$ cat config.mk
export PLATFORM = sky130hd
export DESIGN_NAME = issue_rat_freelist_arbiter
export DESIGN_NICKNAME = d
export VERILOG_FILES = /design/src/rtl/issue_rat_pkg.sv /design/src/rtl/issue_rat_redeem_fifo.sv /design/src/rtl/issue_rat_freelist_arbiter.sv
export SDC_FILE = /design/constraint.sdc
export NUM_CORES = 1
export LEC_CHECK = 0
export ABC_AREA = 1
export BUFFER_PORTS_ARGS = -buffer_cell sky130_fd_sc_hd__buf_2
export CORE_ASPECT_RATIO = 0.6
export CORE_MARGIN = 2
export CORE_UTILIZATION = 49
export DETAILED_ROUTE_END_ITERATION = 8
export GPL_TIMING_DRIVEN = 0
export PLACE_DENSITY = 0.79
export SKIP_LAST_GASP = 1
export SYNTH_ARGS = -nofsm -noshare
export SYNTH_HDL_FRONTEND = slang
export SYNTH_SLANG_ARGS = --single-unit
$ cat constraint.sdc
create_clock -name clk -period 2.55 [get_ports clk]
set_input_delay 0.1275 -clock clk [delete_from_list [all_inputs] [get_ports clk]]
set_output_delay 0.1275 -clock clk [all_outputs]
set_load 0.01 [all_outputs]
$ cat src/rtl/issue_rat_pkg.sv
// Shared widths and types for the rename/freelist front end.
package issue_rat_pkg;

  localparam int PRF_W = 6;
  localparam int FGR_W = 4;

  typedef logic [PRF_W-1:0] prf_t;
  typedef logic [FGR_W-1:0] fgr_t;

  // Lane index used by the acquire arbiter.
  typedef enum logic {
    LANE0 = 1'b0,
    LANE1 = 1'b1
  } lane_e;

endpackage

$ cat src/rtl/issue_rat_redeem_fifo.sv
// Two-write / one-read circular FIFO that merges the rollback and retire
// release streams into the single freelist redeem port.
// Write port "rb" (rollback) owns the last free slot; port "rt" (retire)
// lands behind it when both push in the same cycle.
module issue_rat_redeem_fifo
  import issue_rat_pkg::*;
#(
  parameter int DEPTH = 4,
  localparam int PW = $clog2(DEPTH),
  localparam int CW = $clog2(DEPTH + 1)
) (
  input  logic          clk,
  input  logic          reset,
  input  logic          i_rb_valid,
  input  prf_t          i_rb_prf,
  output logic          o_rb_ready,
  input  logic          i_rt_valid,
  input  prf_t          i_rt_prf,
  output logic          o_rt_ready,
  output logic          o_pop_valid,
  output prf_t          o_pop_prf,
  input  logic          i_pop_ready,
  output logic [CW-1:0] o_count
);

  localparam logic [CW:0] DEPTH_C = (CW + 1)'(DEPTH);

  prf_t          mem [DEPTH];
  logic [PW-1:0] head_reg;
  logic [PW-1:0] tail_reg;
  logic [CW-1:0] count_reg;

  logic [CW:0]   count_ext;
  logic          rb_push;
  logic          rt_push;
  logic          pop;
  logic [PW-1:0] rt_addr;

  // Readiness looks only at the registered count: a pop in the same cycle
  // never makes room for a push, which keeps ready off the pop_ready path.
  assign count_ext  = {1'b0, count_reg};
  assign o_rb_ready = count_ext < DEPTH_C;
  assign o_rt_ready = (count_ext + {{CW{1'b0}}, i_rb_valid}) < DEPTH_C;

  assign rb_push = i_rb_valid & o_rb_ready;
  assign rt_push = i_rt_valid & o_rt_ready;
  assign pop     = o_pop_valid & i_pop_ready;

  // Retire goes one slot behind rollback only when rollback also pushes.
  assign rt_addr = tail_reg + PW'(rb_push);

  assign o_pop_valid = (count_reg != '0);
  assign o_pop_prf   = mem[head_reg];
  assign o_count     = count_reg;

  // Storage writes; contents need no reset because count gates visibility.
  always_ff @(posedge clk) begin
    if (rb_push) mem[tail_reg] <= i_rb_prf;
    if (rt_push) mem[rt_addr]  <= i_rt_prf;
  end

  // Pointer and occupancy bookkeeping; pointers wrap naturally (power-of-two depth).
  always_ff @(posedge clk) begin
    if (reset) begin
      head_reg  <= '0;
      tail_reg  <= '0;
      count_reg <= '0;
    end else begin
      tail_reg  <= tail_reg + PW'(rb_push) + PW'(rt_push);
      head_reg  <= head_reg + PW'(pop);
      count_reg <= count_reg + CW'(rb_push) + CW'(rt_push) - CW'(pop);
    end
  end

endmodule

$ cat src/rtl/issue_rat_freelist_arbiter.sv
// Front-end controller for the freelist: round-robin sharing of the acquire
// port between two rename lanes, release merging through the redeem FIFO,
// and pass-through of FGR commit/abandon.
module issue_rat_freelist_arbiter
  import issue_rat_pkg::*;
#(
  parameter int RDQ_DEPTH = 4,
  localparam int CW = $clog2(RDQ_DEPTH + 1)
) (
  input  logic          clk,
  input  logic          reset,
  // rename lanes
  input  logic          i_acq0_valid,
  input  fgr_t          i_acq0_fgr,
  input  logic          i_acq0_spec,
  input  logic          i_acq1_valid,
  input  fgr_t          i_acq1_fgr,
  input  logic          i_acq1_spec,
  output logic          o_acq0_grant,
  output logic          o_acq1_grant,
  output prf_t          o_acq_prf,
  // release sources: 0 = retire, 1 = rollback
  input  prf_t          i_rel0_prf,
  input  logic          i_rel0_valid,
  output logic          o_rel0_ready,
  input  prf_t          i_rel1_prf,
  input  logic          i_rel1_valid,
  output logic          o_rel1_ready,
  // ROB commit / abandon
  input  fgr_t          i_commit_fgr,
  input  logic          i_commit_valid,
  input  fgr_t          i_abandon_fgr,
  input  logic          i_abandon_valid,
  // freelist redeem port
  output prf_t          o_fl_redeemed_prf,
  output logic          o_fl_redeemed_valid,
  input  logic          i_fl_redeemed_ready,
  // freelist acquire port
  input  prf_t          i_fl_acquire_prf,
  input  logic          i_fl_acquire_ready,
  output fgr_t          o_fl_acquire_fgr,
  output logic          o_fl_acquire_fgr_speculative,
  output logic          o_fl_acquire_valid,
  // freelist commit / abandon
  output fgr_t          o_fl_commit_fgr,
  output logic          o_fl_commit_valid,
  output fgr_t          o_fl_abandon_fgr,
  output logic          o_fl_abandon_valid,
  // redeem FIFO occupancy
  output logic [CW-1:0] o_rdq_count
);

  lane_e rr_ptr_reg;
  logic  elig;
  logic  req0;
  logic  req1;
  logic  grant0;
  logic  grant1;

  // An in-flight abandon may be reclaiming the very PRFs a lane would get,
  // so acquisition is held off that cycle; reset also blocks grants.
  assign elig = i_fl_acquire_ready & ~i_abandon_valid & ~reset;
  assign req0 = i_acq0_valid & elig;
  assign req1 = i_acq1_valid & elig;

  // Grant selection: lone requester wins, contention resolved by rr_ptr.
  always_comb begin
    grant0 = 1'b0;
    grant1 = 1'b0;
    if (req0 && req1) begin
      grant0 = (rr_ptr_reg == LANE0);
      grant1 = (rr_ptr_reg == LANE1);
    end else begin
      grant0 = req0;
      grant1 = req1;
    end
  end

  assign o_acq0_grant = grant0;
  assign o_acq1_grant = grant1;
  assign o_acq_prf    = i_fl_acquire_prf;

  // Forward the granted lane's tag; lane 0 fields are the idle default.
  always_comb begin
    o_fl_acquire_valid           = grant0 | grant1;
    o_fl_acquire_fgr             = i_acq0_fgr;
    o_fl_acquire_fgr_speculative = i_acq0_spec;
    if (grant1) begin
      o_fl_acquire_fgr             = i_acq1_fgr;
      o_fl_acquire_fgr_speculative = i_acq1_spec;
    end
  end

  // Round-robin pointer: after a grant, the other lane is preferred next.
  always_ff @(posedge clk) begin
    if (reset) begin
      rr_ptr_reg <= LANE0;
    end else if (grant0) begin
      rr_ptr_reg <= LANE1;
    end else if (grant1) begin
      rr_ptr_reg <= LANE0;
    end
  end

  assign o_fl_commit_fgr    = i_commit_fgr;
  assign o_fl_commit_valid  = i_commit_valid;
  assign o_fl_abandon_fgr   = i_abandon_fgr;
  assign o_fl_abandon_valid = i_abandon_valid;

  // Rollback (rel1) takes the priority write port of the FIFO.
  issue_rat_redeem_fifo #(
    .DEPTH(RDQ_DEPTH)
  ) u_rdq (
    .clk        (clk),
    .reset      (reset),
    .i_rb_valid (i_rel1_valid),
    .i_rb_prf   (i_rel1_prf),
    .o_rb_ready (o_rel1_ready),
    .i_rt_valid (i_rel0_valid),
    .i_rt_prf   (i_rel0_prf),
    .o_rt_ready (o_rel0_ready),
    .o_pop_valid(o_fl_redeemed_valid),
    .o_pop_prf  (o_fl_redeemed_prf),
    .i_pop_ready(i_fl_redeemed_ready),
    .o_count    (o_rdq_count)
  );

endmodule

# After elaboration in Yosys (flattened, before gate mapping)
# Memory sizes are Yosys's and may differ from the RTL's. A register that Yosys moved wholly into a read port is not among the register bits.
# Cells that the tools add are included.
# word_totals
reg_bits	8
mem_bits_rw	24
wordCells	39
n_memories	1
inputBits	46
out_inout_bits	36
# op_classes
n_bitwise	11
n_lt_le_gt_ge	2
reduce_logical	3
add_sub_neg	7
n_mux	11
# mem_list
memory	depth	word_bits	rd	rd_ports_with_merged_regs	write_ports	line_no	source
u_rdq.mem	4	6	1	1	2	issue_rat_redeem_fifo.sv:28	prf_t mem [DEPTH];
# op_table
operator	count
1-bit two-way mux	9
1-bit AND	7
2-bit by 1-bit adder with 2-bit output	3
3-bit by 1-bit adder with 3-bit output	2
3-bit by 1-bit adder with 4-bit output	1
4-bit by 3-bit < comparator with 1-bit output, second input constant	1
4-bit two-way mux	1
3-bit < comparator, second input constant	1
1-bit NOT	3
3-bit nonzero test	1
3-bit by 1-bit subtractor with 3-bit output	1
2-bit two-way mux	1
2-bit nonzero test	1
1-bit logical AND	1
1-bit bitwise OR	1

# Longest topological paths before layout
# logic_depth
word_depth	8
depth_mapped	12
mapped_depth_nobuf	11

# Modules after synthesis
# Synthesis repeated with hierarchy kept, for this count alone.
# hier_totals
cells_unflattened	253
area_unflattened_um2	2139.6
# modules_own_cells
module	instances	area_per_inst_um2	seq_area_each_um2	cells_each
issue_rat_redeem_fifo	1	1843.0	860.8	207
issue_rat_freelist_arbiter	1	296.5	20.0	46

# Least setup slack after synthesis
# No wires, ideal clock.
# synth_path
kind	register to register
startpoint	reg u_rdq.count_reg[2] (netlist: u_rdq.o_count[2])
endpoint	reg u_rdq.count_reg[1] (netlist: u_rdq.o_count[1])
setup_ps	117
t_required_ps	2433
stages_incl_launch_ff	10
slack_ps	474
arrival_ps	1959
n_path_buf	0
period_less_slack_ps	2076
path_cell_list	dfxtp_1 -> inv_2 -> nand3_1 -> and2_1 -> ha_1 -> fa_1 -> inv_1 -> fa_1 -> inv_1 -> nor2_1
# synth_via
elab_chain_len	5
elab_cells_between_ends	10
cone_classes	add/sub (4); order compare (2); bitwise (3); reduce/logical (1)
# synth_rtl
item	line_no	source
from (decl)	issue_rat_redeem_fifo.sv:31	logic [CW-1:0] count_reg;
from (signal assigned)	issue_rat_redeem_fifo.sv:71	count_reg <= count_reg + CW'(rb_push) + CW'(rt_push) - CW'(pop);
3-bit < comparator	issue_rat_redeem_fifo.sv:42	assign o_rb_ready = count_ext < DEPTH_C;
named net o_rel1_ready	issue_rat_freelist_arbiter.sv:28	output logic o_rel1_ready,
1-bit AND	issue_rat_redeem_fifo.sv:45	assign rb_push = i_rb_valid & o_rb_ready;
3-bit by 1-bit adder with 3-bit output (2 in series)	issue_rat_redeem_fifo.sv:71	
3-bit by 1-bit subtractor with 3-bit output	issue_rat_redeem_fifo.sv:71	
# The timed path passes the listed nets, and every way through them passes these cells.
# A chain may end at the register's enable or synchronous reset.

==> metrics.md <==
| Metric | Value |
|---|---|
| Status | `finished, final reports clean` |
| Clock sinks | `32` |
| Grt total ovfl | `0` |
| Cell Chain, Critical Path | `inv_2 > nand2_1 > inv_1 > ha_1 > inv_2 > nor2_4 > nand3_4 > o21ai_0` |
| Clock Latency Late Sink | `between 0.2 and 0.3 ns` |
| GR Layer Usage met1 | `between 30% and 40%` |
| Final hold violation count | `0` |
| Setup_tns | `0 ns` |
| Nets@finish | `373` |
| Fmax | `approximately 420 MHz` |
| Family with the most delay on the worst path | `simple AND/OR/NAND/NOR gates` |
| Placed insts | `between 300 and 400` |
| WP data arrival | `roughly 2.3 ns` |
| Clock Path Buffers | `2` |
| Met2 usage | `approximately a third` |
| Finished Cell Area | `0.00259 mm2` |
| Final critical-path share of the clock period | `between 90% and 100%` |
| Sequential share of the synthesized area | `between 40% and 50%` |
| Effective utilization at floorplan | `51.0%` |
| Vias in the first global route | `approximately 1,700` |
| Core Box Area | `about 0.0041 mm2` |
| Syn_nets | `~300` |
| Wire per inst | `roughly 14 um` |
| WP buf/inv | `3` |
| Total track usage | `23.5%` |
| Slowest library cell on the worst path | `ha_1` |
| CTS buffer count | `5` |
| Post-synth top area cell | `edfxtp_1` |
| Via/cell ratio | `just over 5` |
| DIE WIDTH | `around 90 um` |
| WL final | `about 5300 um` |
| CTS tree | `done` |
| Non-Filler Instances | `381` |
| Worst EP required | `approximately 2.5 ns` |
| Power Total | `2.64 mW` |
| Post-synth cell types | `28` |
| Residual DRC | `0` |
| DP Worst Slack | `0.136 ns` |
| Worst Slack Setup Final | `between 0.1 and 0.15 ns` |
| Asr flop ratio synth | `0%` |
| Max_slew headroom | `~16%` |
| RSZ-0062 raised after global routing | `no` |
| Pwr Density | `about 1000 mW/mm2` |
| HPWL Detailed | `around 3900 um` |
| Drt first pass iters | `5` |
| Rows | `18` |
| Post-synth EDFFs | `24` |
| Crit-path max FO | `7` |
| Final-report max-slew violation count | `0` |
| Synth top area share | `34.4%` |
| Synth Flop Type | `edfxtp_1` |
| N_diodes | `0` |
| Largest register FFs | `24` |
| Critical path capture point type | `register` |
| Crit Path Class | `reg -> reg` |
| Synth cell count leaders | `nand2_1, edfxtp_1, nand4_1` |
| CP dominant cell by count | `inv_2` |
| PortBufs | `64` |
| Routability cong. | `roughly 0.89` |
| Syn. warnings | `0` |
| Startpoint types | `register` |
| Mapped Area | `approximately 0.0021 mm2` |
| Most flop-heavy register | `u_rdq.mem` |
| P_leak | `between 1 and 1.5 nW` |
| Global-route wire length before repair | `between 7000 and 8000 um` |
| R2r setup slk | `0.15 ns` |
| VDD IR max | `0.581 mV` |
| Crit path depth | `8` |
| Die Height | `approximately 55 um` |
| Global routing's busiest layer | `met2` |
| Root Driver | `clkbuf_8` |
| R2r startpoint | `u_rdq.o_count[2]` |
| R2r endpoint | `u_rdq.mem[1][5]` |
| Dominant cells by area after synthesis | `edfxtp_1, nand2_1, dfxtp_1` |
| Share of layout cells above drive strength 1 | `roughly a third` |
| Min-Delay Path Class | `in -> reg` |
| Post-route ant nets | `0` |
| Initial antenna violation count | `0` |
| Routed via count | `a little under 2,000` |
| Most frequent cell after synthesis | `nand2_1` |
| Largest stage delay on the critical path | `roughly 0.43 ns` |
| Filler cells | `approximately 370` |
| Min cycle time layout | `roughly 2.4 ns` |
| H-tree depth | `2` |
| CTS Hold Bufs | `0` |
| FF-to-FF path depth | `8` |
| Clock Skew | `0.00969 ns` |
| GRT met3 Usage | `6.03%` |
| Hold path cells | `3` |
| Resize count post-CTS | `0` |
| Die Footprint | `a little under 0.005 mm2` |
| Synth Register Bits | `32` |
| Mapped Cells | `around 250` |
| Setup violations, final | `0` |
| Syn Area/Cell | `~8.4 um2` |
| Clock-pin slew on the worst setup and hold paths | `roughly 0.07 ns` |
| Pin count of the biggest net entering global routing | `11` |
| Min-delay src | `i_rel1_prf[0]` |
| Iteration-0 DRC Markers | `133` |
| Max Cap Viol | `0` |
| Worst hold path endpoint | `u_rdq.mem[0][0]` |
| Placed Area | `0.00249 mm2` |
| Postcts setup bufs | `0` |
| Area Overhead vs Synth | `24.0%` |
| I/O pin total | `between 80 and 90` |
| Worst slew pin tran | `1.24 ns` |
cells by family (layout without fill, tap and decap cells):
kind of cell,Yosys count,count (layout),synth area share [%]
AOI/OAI and AO/OA,25,25,6.46
xor gates and xnor gates,3,3,1.26
adders and majority gates,7,7,4.90
buffers and inverters,44,116,11.9
DFF,32,32,42.1
and+or+nand+nor,138,138,33.4
per-layer routing:
metal | share of wire [%] | vias up
li1 | - | 971
met1 | 47 | 856
met2 | 43 | 90
met3 | 7.1 | 17
met4 | 2.5 | 0
met5 | 0 | -
cell usage in the layout (no fill, tap or decap), drive strengths merged:
cell and n:
inv 18, fa 2, a21oi 2, clkinv 3, nand4 24, dfxtp 8, o21ai 16, buf 86
xnor2 1, clkbuf 8, ha 5, xor2 2, nand3 5, o211ai 1, nor2 24, o22ai 6
bufinv 1, nor3b 1, and2 1, or2 1, nand2 82, edfxtp 24
metrics by stage:
stage | util [%] | hold slack [ns]
after floorplan | - | 0.306
after global placement | 60.7 | 0.438
after detailed placement | 60.7 | 0.439
after CTS | 63.3 | 0.141
after global routing | 63.3 | 0.157
final | 63.3 | 0.147
worst min-delay path, stage by stage:
cell and delay, ns:
buf_2 0.11, nand2_1 0.05, nand2_1 0.05
area by class of cell:
cell class                      instances  area (um2)  share of cell area [%]
Timing Repair Buffer                   64         320                    12.3
Buffer                                 25         176                    6.80
Clock buffer                            5        68.8                    2.65
Sequential cell                        32         881                    34.0
Inverter                               19        72.6                    2.80
Multi-Input combinational cell        173         962                    37.1
Tap cell                               60        75.1                    2.89
Clock inverter                          3        37.5                    1.45
worst max path at each step:
| stage | from | endpoint | slack (ns) |
|---|---|---|---|
| after global placement | u_rdq.o_count[2] | u_rdq.mem[3][0] | 0.18 |
| after global routing | u_rdq.o_count[2] | u_rdq.mem[3][3] | 0.04 |
| final | u_rdq.o_count[2] | u_rdq.mem[1][5] | 0.15 |
| after detailed placement | u_rdq.o_count[2] | u_rdq.mem[3][5] | 0.14 |
| after CTS | u_rdq.o_count[2] | u_rdq.mem[3][3] | 0.12 |
| after floorplan | u_rdq.o_count[2] | u_rdq.o_count[1] | 0.47 |
report_power, final:
group	internal [mW]	leakage, nW	switching [mW]
registers	0.781	0.289	0.0728
clock network	0.284	0.0532	0.186
logic	0.452	0.909	0.862
Note: power is estimated with default switching activity, not from simulation.
